[config.mk]
export PLATFORM = sky130hd
export DESIGN_NAME = fifo_write_arbiter
export DESIGN_NICKNAME = d
export VERILOG_FILES = /design/src/rtl/fifo_write_arbiter.sv
export SDC_FILE = /design/constraint.sdc
export NUM_CORES = 1
export LEC_CHECK = 0
export CAP_MARGIN = 10
export CORE_AREA = 2 2 51 53
export DETAILED_ROUTE_END_ITERATION = 10
export DIE_AREA = 0 0 53 55
export PLACE_DENSITY = 0.81
export SLEW_MARGIN = 20
export SYNTH_ARGS = -nofsm -noshare
export SYNTH_HDL_FRONTEND = slang
export SYNTH_SLANG_ARGS = --single-unit
[constraint.sdc]
create_clock -name wclk -period 3.1 [get_ports wclk]
set_input_delay 0.62 -clock wclk [delete_from_list [all_inputs] [get_ports wclk]]
set_output_delay 0.62 -clock wclk [all_outputs]
set_load 0.01 [all_outputs]
[src/rtl/fifo_write_arbiter.sv]
// fifo_write_arbiter: round-robin sharing of the async FIFO write port among N requesters (wclk domain).
// Define WARB_BURST_EN to let a granted requester keep the port for up to BURST_LEN consecutive writes.
module fifo_write_arbiter #(
  parameter int unsigned N         = 4,
  parameter int unsigned DW        = 8,
  parameter int unsigned BURST_LEN = 2
) (
  input  logic                 wclk,
  input  logic                 rst,
  input  logic [N-1:0]         req,
  input  logic [N*DW-1:0]      req_data,
  output logic [N-1:0]         ack,
  output logic [DW-1:0]        write_data,
  output logic                 signal_write,
  input  logic                 full,
  output logic [$clog2(N)-1:0] grant_id,
  output logic                 stall
);
  localparam int unsigned GW = $clog2(N);

  if (N < 2 || N > 8) begin : g_bad_n
    $error("fifo_write_arbiter: N must be in 2..8");
  end
  if (BURST_LEN < 1 || BURST_LEN > 15) begin : g_bad_burst
    $error("fifo_write_arbiter: BURST_LEN must be in 1..15");
  end

  typedef enum logic [1:0] {IDLE, ISSUE, SETTLE} state_t;

  state_t        state, state_nxt;
  logic          eligible;
  logic          rr_found;
  logic [GW-1:0] cand, rr_win, win, grant_nxt;
  logic [DW-1:0] words [N];
  logic [DW-1:0] write_data_nxt;
  logic [N-1:0]  ack_nxt;
  logic          signal_write_nxt;

  assign eligible = (|req) && !full;
  assign stall    = (|req) && full;

  always_comb begin
    for (int i = 0; i < N; i++) words[i] = req_data[DW*i +: DW];
  end

  // First requester at or after grant_id+1, wrapping modulo N.
  always_comb begin
    rr_found = 1'b0;
    rr_win   = grant_id;
    cand     = grant_id;
    for (int unsigned k = 1; k <= N; k++) begin
      cand = GW'((32'(grant_id) + k) % N);
      if (!rr_found && req[cand]) begin
        rr_found = 1'b1;
        rr_win   = cand;
      end
    end
  end

`ifdef WARB_BURST_EN
  localparam int unsigned CW = 4;
  logic [CW-1:0] burst_cnt, burst_cnt_nxt, win_cnt;
  logic          rehold;

  // A zero count only exists after reset, so the very first grant always rotates.
  assign rehold  = (burst_cnt != '0) && req[grant_id] && (burst_cnt < CW'(BURST_LEN));
  assign win     = rehold ? grant_id : rr_win;
  assign win_cnt = rehold ? burst_cnt + CW'(1) : CW'(1);

  always_ff @(posedge wclk or posedge rst) begin
    if (rst) burst_cnt <= '0;
    else     burst_cnt <= burst_cnt_nxt;
  end
`else
  assign win = rr_win;
`endif

  always_ff @(posedge wclk or posedge rst) begin
    if (rst) begin
      state        <= IDLE;
      signal_write <= 1'b0;
      ack          <= '0;
      write_data   <= '0;
      grant_id     <= GW'(N - 1);
    end else begin
      state        <= state_nxt;
      signal_write <= signal_write_nxt;
      ack          <= ack_nxt;
      write_data   <= write_data_nxt;
      grant_id     <= grant_nxt;
    end
  end

  // Decisions happen only from IDLE or SETTLE; ISSUE always hands over to SETTLE.
  always_comb begin
    state_nxt        = state;
    signal_write_nxt = 1'b0;
    ack_nxt          = '0;
    write_data_nxt   = write_data;
    grant_nxt        = grant_id;
`ifdef WARB_BURST_EN
    burst_cnt_nxt    = burst_cnt;
`endif
    case (state)
      IDLE, SETTLE: begin
        state_nxt = IDLE;
        if (eligible) begin
          state_nxt        = ISSUE;
          signal_write_nxt = 1'b1;
          ack_nxt          = N'(1) << win;
          write_data_nxt   = words[win];
          grant_nxt        = win;
`ifdef WARB_BURST_EN
          burst_cnt_nxt    = win_cnt;
`endif
        end
      end
      ISSUE:   state_nxt = SETTLE;
      default: state_nxt = IDLE;
    endcase
  end
endmodule

# == After elaboration in Yosys (flattened, before gate mapping) ==
# Index checks and enable logic that the tools add are counted.
# classes
add_sub_neg,4
n_lt_le_gt_ge,5
n_eq_ne,2
shifts,1
muxes,24
bitwise,1
n_reduce_logical,13
# ops
cell,count
$bmux W8 S2,1
$mux W8,2
$lt A2 B3 Y1 const B,4
$mux W1,10
$bmux W1 S2,4
$mux W2,4
$mux W4,2
$logic_and A1 B1 Y1,5
$add A2 B1 Y2 const B,2
$add A2 B2 Y2 const B,2
$logic_not A1 Y1,4
$pmux W2 S2,1
$reduce_or A4 Y1,1
$shl A1 B2 Y4 const A,1
$ge A3 B3 Y1 const B,1
$not A2 Y3,1
$eq A2 B1 Y1 const B,1
$eq A2 B2 Y1 const B,1
$logic_not A2 Y1,1
$reduce_and A2 Y1,1
$reduce_or A2 Y1,1
# word_totals
ff_bits,17
input_bits,39
out_inout_bits,16
wordCells,55

# == Depth between registers and ports, before layout ==
# Gate-level depths: netlist of the first run.
# logic_depth
ltp_word,17
ltp_mapped,7
depth_no_buf,5

# == Worst setup path after synthesis of the first run ==
# OpenSTA, ideal clock, no wires.
# synth_timing
path_kind,register to register
start,register grant_id[1]
end,register write_data[4]
setup_ns,0.138
t_arrival_ns,1.504
setup_slack_ns,1.458
path_stages_with_launch,8
path_buffers,2
cell_sequence,dfstp_2 -> buf_6 -> mux2i_1 -> a21oi_2 -> o21ai_4 -> buf_6 -> mux2i_1 -> o221ai_1
# synth_between
elab_chain_cells,17
# synth_rtl
element,line_no,text
start: declaration,16,"output logic [$clog2(N)-1:0] grant_id,"
start signal: assignment,84,grant_id <= GW'(N - 1);
start signal: assignment,90,grant_id <= grant_nxt;
$add A2 B1 Y2,52,cand = GW'((32'(grant_id) + k) % N);
$bmux W1 S2,53,if (!rr_found && req[cand]) begin
$mux W1 (implied by the code),53,
$mux W1,53,
$logic_not A1 Y1,53,
$logic_and A1 B1 Y1,53,
$mux W1,53,
$logic_not A1 Y1,53,
$logic_and A1 B1 Y1,53,
$mux W1,53,
$logic_not A1 Y1,53,
$logic_and A1 B1 Y1,53,
$mux W2 *,53,
$not A2 Y3 (implied by the code) *,111,write_data_nxt = words[win];
$bmux W8 S2 *,111,
$mux W8 (implied by the code) * (2 in series),111,
end signal: assignment,89,write_data <= write_data_nxt;
end: declaration,13,"output logic [DW-1:0] write_data,"
# Mark *: on every way between the ends. The rest lies on a longest branch, timed or not. The select of a mux whose other input is x is not followed.
# A chain may end at the register's enable or synchronous reset.

# == Final worst setup path of the first run ==
# layout_timing
start,input req[0]
end,output stall
# layout_between
elab_chain_cells,2
# layout_rtl
element,line_no,text
start: declaration,10,"input logic [N-1:0] req,"
$reduce_or A4 Y1,40,assign stall = (|req) && full;
$logic_and A1 B1 Y1,40,
end: declaration,17,output logic stall
# Every way passes these cells.

==> results.py, run 1 <==
metrics = {
    "finish": {
        "nNetsFinal": 176,
        "finish.utilization_pct": 60.6,
        "antennaDiodeCount": 0,
        "fin_cells": 166,
        "drive_above_1_share_pct": 8.82,
        "area_delta_synth_final_pct": 64.9,
    },
    "route": {
        "first_pass_iters": 4,
        "drt_iter0_markers": 8,
        "vias": 837,
        "remaining_drc_errors": 0,
        "avgViaCountPerCell": 5.04,
        "routedWlPerCell_microns": 13.6,
        "drt_wl_total_mm": 2.25,
        "antenna_left": 0,
    },
    "power": {
        "seq_power_share_pct": 36.0,
        "power.density_nw_per_um2": 593,
        "comb_power_share_pct": 51.8,
        "power_leakage_nw": 0.638,
        "ir_drop_uv": 292,
        "p_clk_share_pct": 12.1,
        "swShare_pct": 34.0,
        "power_switching_mw": 0.289,
        "internal-power_mw": 0.561,
        "p_total_mw": 0.850,
    },
    "global_routing": {
        "grt_max_degree": 22,
        "grt.met1_usage_pct": 18.2,
        "use_met3_pct": 7.53,
        "overflow": 0,
        "busiest_layer": "met2",
        "met2_usage_pct": 27.3,
        "grt_pass1_wl_mm": 3.42,
        "gr-usage-all-layers_pct": 16.4,
        "antenna_found_initial": 0,
        "grt_pass1_vias": 848,
    },
    "yosys": {
        "avgSynthCellArea_sq_um": 10.7,
        "ys_ff_latch": 15,
        "yosysTopAreaCell": "dfrtp_1",
        "synth_cells": 81,
        "ys_warn_count": 0,
        "synthArstFlopShare_pct": 100,
        "synth_ff_type": "dfrtp_1",
        "yosys-top-cells-count": "mux2i_1, dfrtp_1, nand2_1, o221ai_1, inv_1",
        "synthDistinctLibCells": 26,
        "synth_top_area_share_pct": 37.4,
        "yosysMostFrequentCell": "mux2i_1",
        "netlist_area_sq_um": 870,
        "synthTopCellsByArea": "dfrtp_1, mux2i_1, o221ai_1",
        "synth-edff-count": 0,
        "ys_seq_area_share_pct": 43.5,
        "synth_fp_nets": 120,
    },
    "outcome": {
        "outcome": "finished clean",
    },
    "timing": {
        "worst_pin_slew_ns": 0.548,
        "max_freq_ghz": 0.379,
        "slew_headroom_pct": 63.4,
        "rsz0062_at_grt": "no",
        "hold_violations": 0,
        "finalClockSkew_ns": 0.00411,
        "fin_crit_sh_pct": 85.1,
        "fin_crit_ns": 2.64,
        "drv_slew": 0,
        "fin_setup_tns_ns": 0,
        "final-setup-viol-count": 0,
        "fin_ws_ns": 0.462,
    },
    "floorplanning": {
        "die_w_microns": 53,
        "initial_core_util_pct": 36.8,
        "std_cell_rows": 18,
        "die_area_sq_um": 2920,
        "core-area_sq_um": 2360,
        "die-height_microns": 55,
        "ioPinCount": 55,
    },
    "clock_tree": {
        "cts.repair.resized": 0,
        "cts_htree_levels": 1,
        "clockBufferDepth": 2,
        "clk_latency_ns": 0.27,
        "cts_setup_buffers": 0,
        "clockRootBuffer": "clkbuf_4",
        "cts_tree": "yes",
        "cts.sinks": 15,
        "hold_buffers": 0,
        "clk_pin_slew_ns": 0.08,
        "cts_inserted_buffers": 3,
    },
    "run": {
        "drv_cap": 0,
    },
    "critical_path": {
        "crit_buf_inv": 2,
        "crit_path_top_delay_cell": "clkdlybuf4s50_1",
        "cp_top_family": "buffers and inverters",
        "path_cells": "clkdlybuf4s50_1 -> nor4_1 -> nor2b_1 -> clkdlybuf4s50_1",
        "timing_worst_setup_path_type": "in -> out",
        "critPathLaunchType": "input port",
        "crit_arrival_ns": 2.02,
        "crit_top_cell": "clkdlybuf4s50_1",
        "slowest_delay_ns": 0.51,
        "endpoint_kind": "primary output",
        "crit_fanout": 4,
        "cp_data_required_time_ns": 2.48,
    },
    "placement": {
        "place_congestion": 0.708,
        "place_ws_ns": 0.473,
        "port_buffers": 54,
        "dp.cells": 162,
        "hpwl_mm": 1.80,
    },
    "worst_hold_path": {
        "min_path_type": "reg -> reg",
    },
}
## worst min-delay path: cells and delay by family (launching register included)
| family | cells | cell delay (ns) |
|---|---|---|
| AOI/OAI and AO/OA | 1 | 0.06 |
| DFF | 1 | 0.35 |
| and+or+nand+nor | 1 | 0.05 |
## metal layers
| layer | up-vias | share of wire (%) |
|---|---|---|
| li1 | 403 | - |
| met1 | 386 | 38 |
| met2 | 46 | 48 |
| met3 | 2 | 13 |
| met4 | 0 | 0.93 |
| met5 | - | 0 |
## cell families after synthesis
family,count (synthesis),share of synthesized area [%]
flops,15,43.5
compound gates,16,15.4
mux,17,19.6
buf+inv,8,7.19
simple gates,25,14.4
## power groups by stage
stage	sequential (mW)	combinational (mW)	clock [mW]
finish	0.306	0.441	0.103
global route	0.315	0.477	0.112
CTS	0.307	0.446	0.108
detailed placement	0.309	0.442	0
global placement	0.306	0.436	0
floorplan	0.329	0.238	0
## sequential cells by signal, summed over array words and instances (netlist names)
name	cells
grant_id	2
write_data	8
state	1
ack	4
## cells in the final DEF, fill, tap and decap left out, drive strengths merged, types with 3 or more instances in the layout
cell type       n
o21ai           3
o221ai          8
mux2i          17
inv             4
clkbuf          4
clkdlybuf4s50  54
nand2          15
dfrtp          13
## worst paths after layout
kind / startpoint / end / slack [ns] / cells after the start
max: req[0] / stall / 0.46 / 4
min reg2reg: write_data[2]$_DFFE_PP0P_ / write_data[2]$_DFFE_PP0P_ / 0.49 / 2
min in group asynchronous: rst / write_data[2]$_DFFE_PP0P_ / 0.69 / 2
max reg2reg: grant_id[1]$_DFFE_PP1P_ / write_data[5]$_DFFE_PP0P_ / 1.28 / 6
min: write_data[2]$_DFFE_PP0P_ / write_data[2]$_DFFE_PP0P_ / 0.49 / 2
max in group asynchronous: rst / grant_id[1]$_DFFE_PP1P_ / 2.04 / 2
## per-stage QoR
| stage | hold slack, ns | instance area [sq um] |
|---|---|---|
| after CTS | 0.494 | 1430 |
| after global placement | 0.471 | 1410 |
| after floorplan | 0.497 | 870 |
| after detailed placement | 0.473 | 1410 |
| after global routing | 0.521 | 1430 |
| final | 0.494 | 1430 |
## area by class of cell
type,count,area (sq um)
sequential,15,378
clock buffer,4,26.3
inverter,4,15.0
multi-input combinational,58,429
tap,30,37.5
fill,211,931
timing repair buffer,55,548
No activity file was read; power rests on OpenSTA's default activity.
==> run 2, diff against run 1 <==
--- a/config.mk
+++ b/config.mk
@@ -9,6 +9,7 @@
 export CORE_AREA = 2 2 51 53
 export DETAILED_ROUTE_END_ITERATION = 10
 export DIE_AREA = 0 0 53 55
+export MAX_ROUTING_LAYER = met4
 export PLACE_DENSITY = 0.81
 export SLEW_MARGIN = 20
 export SYNTH_ARGS = -nofsm -noshare
==> run 2 against run 1 <==
Clock power is essentially flat. Critical path depth did not move. Highest routed layer unchanged. Critical endpoint unchanged. Wire length shrank 0.18%.
==> results.py, run 2 (same netlist as run 1, synthesis figures left out) <==
metrics = {
    "outcome": {
        "outcome": "finished clean",
    },
    "timing": {
        "max_freq_ghz": 0.379,
        "drv_slew": 0,
        "finalClockSkew_ns": 0.00406,
        "worst_pin_slew_ns": 0.548,
        "fin_setup_tns_ns": 0,
        "fin_crit_sh_pct": 85.1,
        "fin_ws_ns": 0.462,
        "rsz0062_at_grt": "no",
        "final-setup-viol-count": 0,
        "slew_headroom_pct": 63.4,
        "fin_crit_ns": 2.64,
        "hold_violations": 0,
    },
    "power": {
        "ir_drop_uv": 292,
        "comb_power_share_pct": 51.9,
        "power_switching_mw": 0.289,
        "p_clk_share_pct": 12.1,
        "swShare_pct": 34.0,
        "power_leakage_nw": 0.638,
        "internal-power_mw": 0.561,
        "power.density_nw_per_um2": 593,
        "p_total_mw": 0.851,
        "seq_power_share_pct": 36.0,
    },
    "critical_path": {
        "crit_top_cell": "clkdlybuf4s50_1",
        "crit_arrival_ns": 2.02,
        "crit_fanout": 4,
        "timing_worst_setup_path_type": "in -> out",
        "crit_buf_inv": 2,
        "cp_data_required_time_ns": 2.48,
        "crit_path_top_delay_cell": "clkdlybuf4s50_1",
        "startpoint": "req[0]",
        "path_cells": "clkdlybuf4s50_1 -> nor4_1 -> nor2b_1 -> clkdlybuf4s50_1",
        "endpoint_kind": "primary output",
        "critPathLaunchType": "input port",
        "timing.rr.start": "grant_id[1]$_DFFE_PP1P_",
        "slowest_delay_ns": 0.51,
        "cp_top_family": "buffers and inverters",
    },
    "placement": {
        "dp.cells": 162,
        "port_buffers": 54,
        "hpwl_mm": 1.80,
        "dpl-instance-area_sq_um": 1410,
        "place_ws_ns": 0.473,
        "place_congestion": 0.716,
    },
    "global_routing": {
        "grt_pass1_vias": 849,
        "gr-usage-all-layers_pct": 16.9,
        "grt_max_degree": 22,
        "antenna_found_initial": 0,
        "grt_pass1_wl_mm": 3.42,
        "overflow": 0,
    },
    "route": {
        "routedWlPerCell_microns": 13.5,
        "antenna_left": 0,
        "vias": 837,
        "drt_wl_total_mm": 2.25,
        "drt_iter0_markers": 8,
        "remaining_drc_errors": 0,
        "first_pass_iters": 4,
        "avgViaCountPerCell": 5.04,
    },
    "finish": {
        "top_regs": "write_data: 8 flops, ack: 4 flops, grant_id: 2 flops",
        "drive_above_1_share_pct": 8.82,
        "fill_cells": 211,
        "largest_register_ffs": 8,
        "area_delta_synth_final_pct": 64.9,
        "design_area_sq_um": 1430,
        "regMostFlops": "write_data",
        "fin_cells": 166,
        "nNetsFinal": 176,
        "seqCellArea_sq_um": 378,
        "layout_common_cells": "clkdlybuf4s50_1, mux2i_1, nand2_1, dfrtp_1, o221ai_1",
        "layout_commonest_cell": "clkdlybuf4s50_1",
        "multiInputGateArea_sq_um": 429,
        "antennaDiodeCount": 0,
    },
    "floorplanning": {
        "std_cell_rows": 18,
        "die_w_microns": 53,
        "die-height_microns": 55,
        "core-area_sq_um": 2360,
        "ioPinCount": 55,
        "initial_core_util_pct": 36.8,
        "die_area_sq_um": 2920,
    },
    "clock_tree": {
        "cts_tree": "yes",
        "clk_pin_slew_ns": 0.08,
        "cts_setup_buffers": 0,
        "clockBufferDepth": 2,
        "cts_inserted_buffers": 3,
        "clk_latency_ns": 0.27,
        "hold_buffers": 0,
        "cts_htree_levels": 1,
        "cts.sinks": 15,
        "cts.repair.resized": 0,
        "clockRootBuffer": "clkbuf_4",
    },
    "worst_hold_path": {
        "min_path_type": "reg -> reg",
        "holdCritStartpoint": "write_data[2]$_DFFE_PP0P_",
    },
    "run": {
        "drv_cap": 0,
    },
}
-- run 2: cell type report --
type	instances	share of cell area, %
well taps	30	2.62
multi-input cells	58	29.9
inverters	4	1.05
clock buffers	4	1.83
flip-flops and latches	15	26.4
repair buffers	55	38.2
-- run 2: worst reg2reg max path, stage by stage (launching register included) --
cell and delay [ns]:
dfstp_2 0.61, mux2i_1 0.23, a21oi_2 0.09, o21ai_4 0.06, buf_4 0.31, mux2i_1 0.25
o221ai_1 0.13
-- run 2: path summary, 6_finish.rpt --
kind	to	cells after the start	slack (ns)
worst max-delay path	stall	4	0.46
worst min-delay path	write_data[2]$_DFFE_PP0P_	2	0.49
worst max register to register	write_data[5]$_DFFE_PP0P_	6	1.28
worst min register to register	write_data[2]$_DFFE_PP0P_	2	0.49
max in group asynchronous	grant_id[1]$_DFFE_PP1P_	2	2.04
min in group asynchronous	write_data[2]$_DFFE_PP0P_	2	0.69
-- run 2: metrics by stage --
stage	hold WS [ns]	util (%)
2_1_floorplan	0.497	-
3_3_place_gp	0.471	59.5
3_5_place_dp	0.473	59.5
4_1_cts	0.494	60.6
5_1_grt	0.521	60.6
6_report	0.494	60.6
-- run 2: power groups by stage --
stage	registers [mW]	logic, mW	clock network, mW
detailed placement	0.309	0.442	0
global placement	0.306	0.436	0
CTS	0.307	0.446	0.108
global route	0.315	0.477	0.112
finish	0.306	0.441	0.103
floorplan	0.329	0.238	0
-- run 2: metal layers --
metal / track usage [%] / wire length, microns
met5: - / 0
met1: 18.7 / 878
met4: 7.26 / 14
met2: 27.3 / 1100
met3: 6.72 / 261
==> run 3, diff against run 2 <==
--- a/config.mk
+++ b/config.mk
@@ -5,7 +5,7 @@
 export SDC_FILE = /design/constraint.sdc
 export NUM_CORES = 1
 export LEC_CHECK = 0
-export CAP_MARGIN = 10
+export CAP_MARGIN = 20
 export CORE_AREA = 2 2 51 53
 export DETAILED_ROUTE_END_ITERATION = 10
 export DIE_AREA = 0 0 53 55
==> results of run 3 <==
No change in the layout: final DEF, timing and power equal those of run 2.
